==> config.mk <==
export PLATFORM = sky130hd
export DESIGN_NAME = fifo_rd_stage
export DESIGN_NICKNAME = d
export VERILOG_FILES = /design/src/rtl/fifo_pkg.sv /design/src/rtl/fifo_mem.sv /design/src/rtl/fifo_rd_stage.sv
export SDC_FILE = /design/constraint.sdc
export NUM_CORES = 1
export LEC_CHECK = 0
export ABC_AREA = 1
export BUFFER_PORTS_ARGS = -buffer_cell sky130_fd_sc_hd__clkbuf_2
export CAP_MARGIN = 20
export CORE_UTILIZATION = 55
export CTS_CLUSTER_DIAMETER = 120
export DETAILED_ROUTE_END_ITERATION = 12
export GPL_ROUTABILITY_DRIVEN = 1
export PLACE_DENSITY = 0.72
export SYNTH_ARGS = -nofsm -noshare
export SYNTH_HDL_FRONTEND = slang
export SYNTH_HIERARCHICAL = 1
export SYNTH_SLANG_ARGS = --single-unit
==> constraint.sdc <==
create_clock -name clk -period 3.9 [get_ports clk]
set_clock_uncertainty 0.05 [all_clocks]
set_input_delay 0.78 -clock clk [delete_from_list [all_inputs] [get_ports clk]]
set_output_delay 0.78 -clock clk [all_outputs]
set_load 0.02 [all_outputs]
==> src/rtl/fifo_pkg.sv <==
// Shared constants and the read-sequencer state type for the FIFO read stage.
package fifo_pkg;

    localparam int DATA_W = 8;
    localparam int DEPTH  = 32;
    localparam int PTR_W  = $clog2(DEPTH) + 1;
    localparam int ADDR_W = PTR_W - 1;

    typedef enum logic [1:0] {
        IDLE = 2'd0,
        REQ  = 2'd1,
        WAIT = 2'd2,
        HOLD = 2'd3
    } rd_state_t;

endpackage

==> src/rtl/fifo_mem.sv <==
// Simple dual-port storage: one write port, one registered read port.
// A same-address, same-cycle write and read returns the old word, because
// the read register samples the array before the write lands.
module fifo_mem #(
    parameter int DATA_W = 8,
    parameter int ADDR_W = 5
) (
    input  logic              clk,
    input  logic              rst,
    input  logic              wr_en,
    input  logic [ADDR_W-1:0] wr_addr,
    input  logic [DATA_W-1:0] wr_data,
    input  logic              rd_en,
    input  logic [ADDR_W-1:0] rd_addr,
    output logic [DATA_W-1:0] rd_data
);

    logic [DATA_W-1:0] mem [2**ADDR_W];

    // Storage write; the array itself is intentionally left unreset.
    always_ff @(posedge clk) begin
        if (wr_en) begin
            mem[wr_addr] <= wr_data;
        end
    end

    // Registered read port, cleared by reset so the output word starts at zero.
    always_ff @(posedge clk) begin
        if (!rst) begin
            rd_data <= '0;
        end else if (rd_en) begin
            rd_data <= mem[rd_addr];
        end
    end

endmodule

==> src/rtl/fifo_rd_stage.sv <==
// Read-side data stage: owns storage, issues one read request at a time to
// the pointer controller and buffers the returned word for a valid/ready
// consumer.
//
// state | meaning
// IDLE  | nothing outstanding, waiting for the FIFO to become non-empty
// REQ   | rd pulse is on the wire this cycle
// WAIT  | request issued, controller has not yet qualified it
// HOLD  | out_data holds a word the consumer has not taken
module fifo_rd_stage #(
    parameter int DATA_W = 8,
    parameter int DEPTH  = 32,
    parameter int PTR_W  = 6
) (
    input  logic              clk,
    input  logic              rst,
    input  logic [DATA_W-1:0] wr_data,
    input  logic              wr_en,
    input  logic [PTR_W-1:0]  wr_ptr,
    input  logic              rd_en,
    input  logic [PTR_W-1:0]  rd_ptr,
    input  logic              emp,
    input  logic              underflow,
    output logic              rd,
    output logic [DATA_W-1:0] out_data,
    output logic              out_valid,
    input  logic              out_ready,
    output logic              err
);

    import fifo_pkg::*;

    localparam int MEM_AW = PTR_W - 1;

    rd_state_t state;
    logic      capture;
    logic      unused_ptr_msb;

    // The pointer MSB only distinguishes laps; addressing ignores it.
    assign unused_ptr_msb = wr_ptr[PTR_W-1] ^ rd_ptr[PTR_W-1];

    // Only accept a returned word while a request is outstanding, so a held
    // word can never be overwritten under backpressure.
    assign capture = rd_en && ((state == REQ) || (state == WAIT));

    fifo_mem #(
        .DATA_W (DATA_W),
        .ADDR_W (MEM_AW)
    ) u_mem (
        .clk     (clk),
        .rst     (rst),
        .wr_en   (wr_en),
        .wr_addr (wr_ptr[MEM_AW-1:0]),
        .wr_data (wr_data),
        .rd_en   (capture),
        .rd_addr (rd_ptr[MEM_AW-1:0]),
        .rd_data (out_data)
    );

    // Read sequencer with registered rd / out_valid / err outputs.
    always_ff @(posedge clk) begin
        if (!rst) begin
            state     <= IDLE;
            rd        <= 1'b0;
            out_valid <= 1'b0;
            err       <= 1'b0;
        end else begin
            rd <= 1'b0;
            case (state)
                IDLE: begin
                    if (!emp) begin
                        state <= REQ;
                        rd    <= 1'b1;
                    end
                end
                REQ, WAIT: begin
                    // rd_en takes priority over a coincident underflow.
                    if (rd_en) begin
                        state     <= HOLD;
                        out_valid <= 1'b1;
                    end else if (underflow) begin
                        state <= IDLE;
                        err   <= 1'b1;
                    end else begin
                        state <= WAIT;
                    end
                end
                HOLD: begin
                    if (out_ready) begin
                        out_valid <= 1'b0;
                        if (!emp) begin
                            state <= REQ;
                            rd    <= 1'b1;
                        end else begin
                            state <= IDLE;
                        end
                    end
                end
                default: state <= IDLE;
            endcase
        end
    end

endmodule

==> metrics.txt <==
H-tree depth=1; switching share of total power=23.3%; worst path bufs/invs=2; Setup WS pre-CTS=between 1 and 1.5 ns; Clk pwr share=38.3%; cts bufs inserted=27; Max stage delay on crit path=0.80 ns; n_diodes=0; Pins Over Slew Limit=0; final worst path period share=54.3%; Synth Register Bits=269; Fill cells=1517; Logic pwr share=9.9%; syn_nets=997; vias in the first global route=6801; initial DRC count=around 910; RSZ-0062 raised after global routing=false; Mapped Area=11100 um^2; Detail Route Antenna Nets=0; hold path depth=1; CTS tree=yes; P_sw=1.48 mW; Die Height=144 um; Via Count=7234; register area=7950 um^2; Port Buffers=35; critical path required time=roughly 4 ns; Netlist cell types=19; Critical Path AT=2.21 ns; io pins=38; starting density of the core=a little under three fifths; first-pass GRT wire length=37.2 mm; Final Net Count=1018; CTS Sinks=269; DRC viols=0; Synth Warn #=6; vias per cell=5.70; max cap viols=0; slowest CP cell=nor2_1; Power Density=521 nW/um^2; sequential share of power=between 50% and 60%; Leak=4.49 nW; commonest non-fill, non-tap cell in the layout=nand2_1; WS Path Type=primary input to flip-flop; Area Overhead vs Synth=9.80%; final setup fails=0; Mapped Cells=slightly below 1k; Resized cells post-CTS=0; setup TNS=0 ns; initial antenna violation count=0; area of the core=19600 um^2; final hold viol count=0; Worst-path clk slew=0.06 ns; syn avg cell area=roughly 11 um^2; post-DP HPWL=13.8 mm; Slew HR=41.6%; Crit. path cell count=4; Die X=144 um; Post-CTS Setup Inserts=0; FP Rows=51; CTS Buffer Depth=3; critical-path maximum fanout=8; Cell Area, Placed=11300 um^2; worst ir drop on vdd=0.400 mV; wire per inst=19.2 um; FF-to-FF path depth=6; family with the most delay on the worst path=simple AND/OR/NAND/NOR gates; Clock Latency Late Sink=0.52 ns; share of cells above drive strength 1=8.46%; Final WS setup=about 1.8 ns; outcome=finished, final reports clean; crit path capture type=flip-flop; commonest non-fill, non-tap cells in the layout=nand2_1, edfxtp_1, nand3_1; total global-route track usage=24.5%; Hold WS=around 0.42 ns; drt total wl=24.3 mm; Detailed Routing Iterations Pass 1=5; internal power=4.87 mW; final instance area=12200 um^2; Worst Max-Slew Pin Slew=0.873 ns; CP Cell Sequence=clkbuf_2 > inv_1 > nand3_1 > nor2_1; root buf cell=clkbuf_16; global placement routability congestion=between 0.8 and 0.9; die area=between 20000 and 25000 um^2; CP Launch Type=primary input; largest net degree at the start of global routing=129; Post-CTS Hold Fix Bufs=0; Max Freq=472 MHz; post-layout min period=2.12 ns; register area share after synthesis=71.7%; worst min path class=flip-flop to flip-flop; Power, Total=6.35 mW; total grt overflow=0; area taken by multi-input logic gates=2710 um^2
## worst register-to-register path: cells and delay by family (launching register included)
family                   cells  cell delay, ns
buffers and inverters        2            0.41
adder cells (fa/ha/maj)      1            0.33
AO/OA/AOI/OAI                2            0.32
AND/OR/NAND/NOR              1            0.12
flip-flops                   1            0.35
## through the flow
step | std cells | util (%)
after global placement | 1223 | 57.9
after CTS | 1270 | 62.1
after floorplan | 966 | -
final | 1270 | 62.1
after global routing | 1270 | 62.1
after detailed placement | 1223 | 57.9
## layer usage
layer	vias up	wire length [um]	track usage, %
met5	-	0	0
met4	0	572	7.73
met2	307	11600	40.0
li1	3403	-	-
met3	52	1810	3.34
met1	3472	10300	34.4
## power groups by stage
stage,sequential [mW],combinational (mW),clock [mW]
2_1_floorplan,3.40,0.372,0
3_3_place_gp,3.34,0.612,0
3_5_place_dp,3.35,0.627,0
4_1_cts,3.29,0.630,2.46
5_1_grt,3.30,0.703,2.57
6_report,3.29,0.631,2.43
## state kept, by name, summed over array words and instances, names as in the netlist
signal         count
rd                 1
u_mem/mem        256
out_valid          1
state              2
u_mem/rd_data      8
err                1
## final timing paths
path                              start                             to  slack, ns
setup / recovery              wr_ptr[0]     u_mem/mem[12][3]$_DFFE_PP_       1.78
hold / removal         err$_SDFFE_PN0P_               err$_SDFFE_PN0P_       0.42
setup reg to reg  state[0]$_SDFFE_PN0P_  u_mem/rd_data[5]$_SDFFE_PN0P_       2.25
hold reg to reg        err$_SDFFE_PN0P_               err$_SDFFE_PN0P_       0.42
## Yosys cell counts
library cell,count,area (um^2)
buf_2,13,65.1
dfxtp_1,13,260
nand3_1,222,1110
edfxtp_1,256,7690
inv_2,3,11.3
ha_1,4,50.1
a21oi_1,9,45.0
buf_6,11,124
nor2_1,38,143
o21a_1,1,7.51
buf_4,17,128
nand2_2,3,18.8
inv_1,14,52.6
o21ai_0,8,40.0
clkbuf_1,10,37.5
a21oi_2,2,17.5
nand2_1,339,1270
buf_1,2,7.51
nand3b_1,1,7.51
## cell families after synthesis
group	share of synthesized area, %
buffers and inverters	3.84
AO/OA/AOI/OAI	0.993
flip-flops	71.7
adder cells (fa/ha/maj)	0.451
AND/OR/NAND/NOR	23.0
## layout make-up
| class | count | area share [%] |
|---|---|---|
| Timing Repair Buffer | 45 | 2.38 |
| Clock inverter | 8 | 0.689 |
| Clock buffer | 39 | 6.09 |
| Tap cell | 265 | 2.72 |
| Inverter | 17 | 0.535 |
| Multi-Input combinational cell | 627 | 22.3 |
| Sequential cell | 269 | 65.3 |
(Power assumes the default switching activity.)
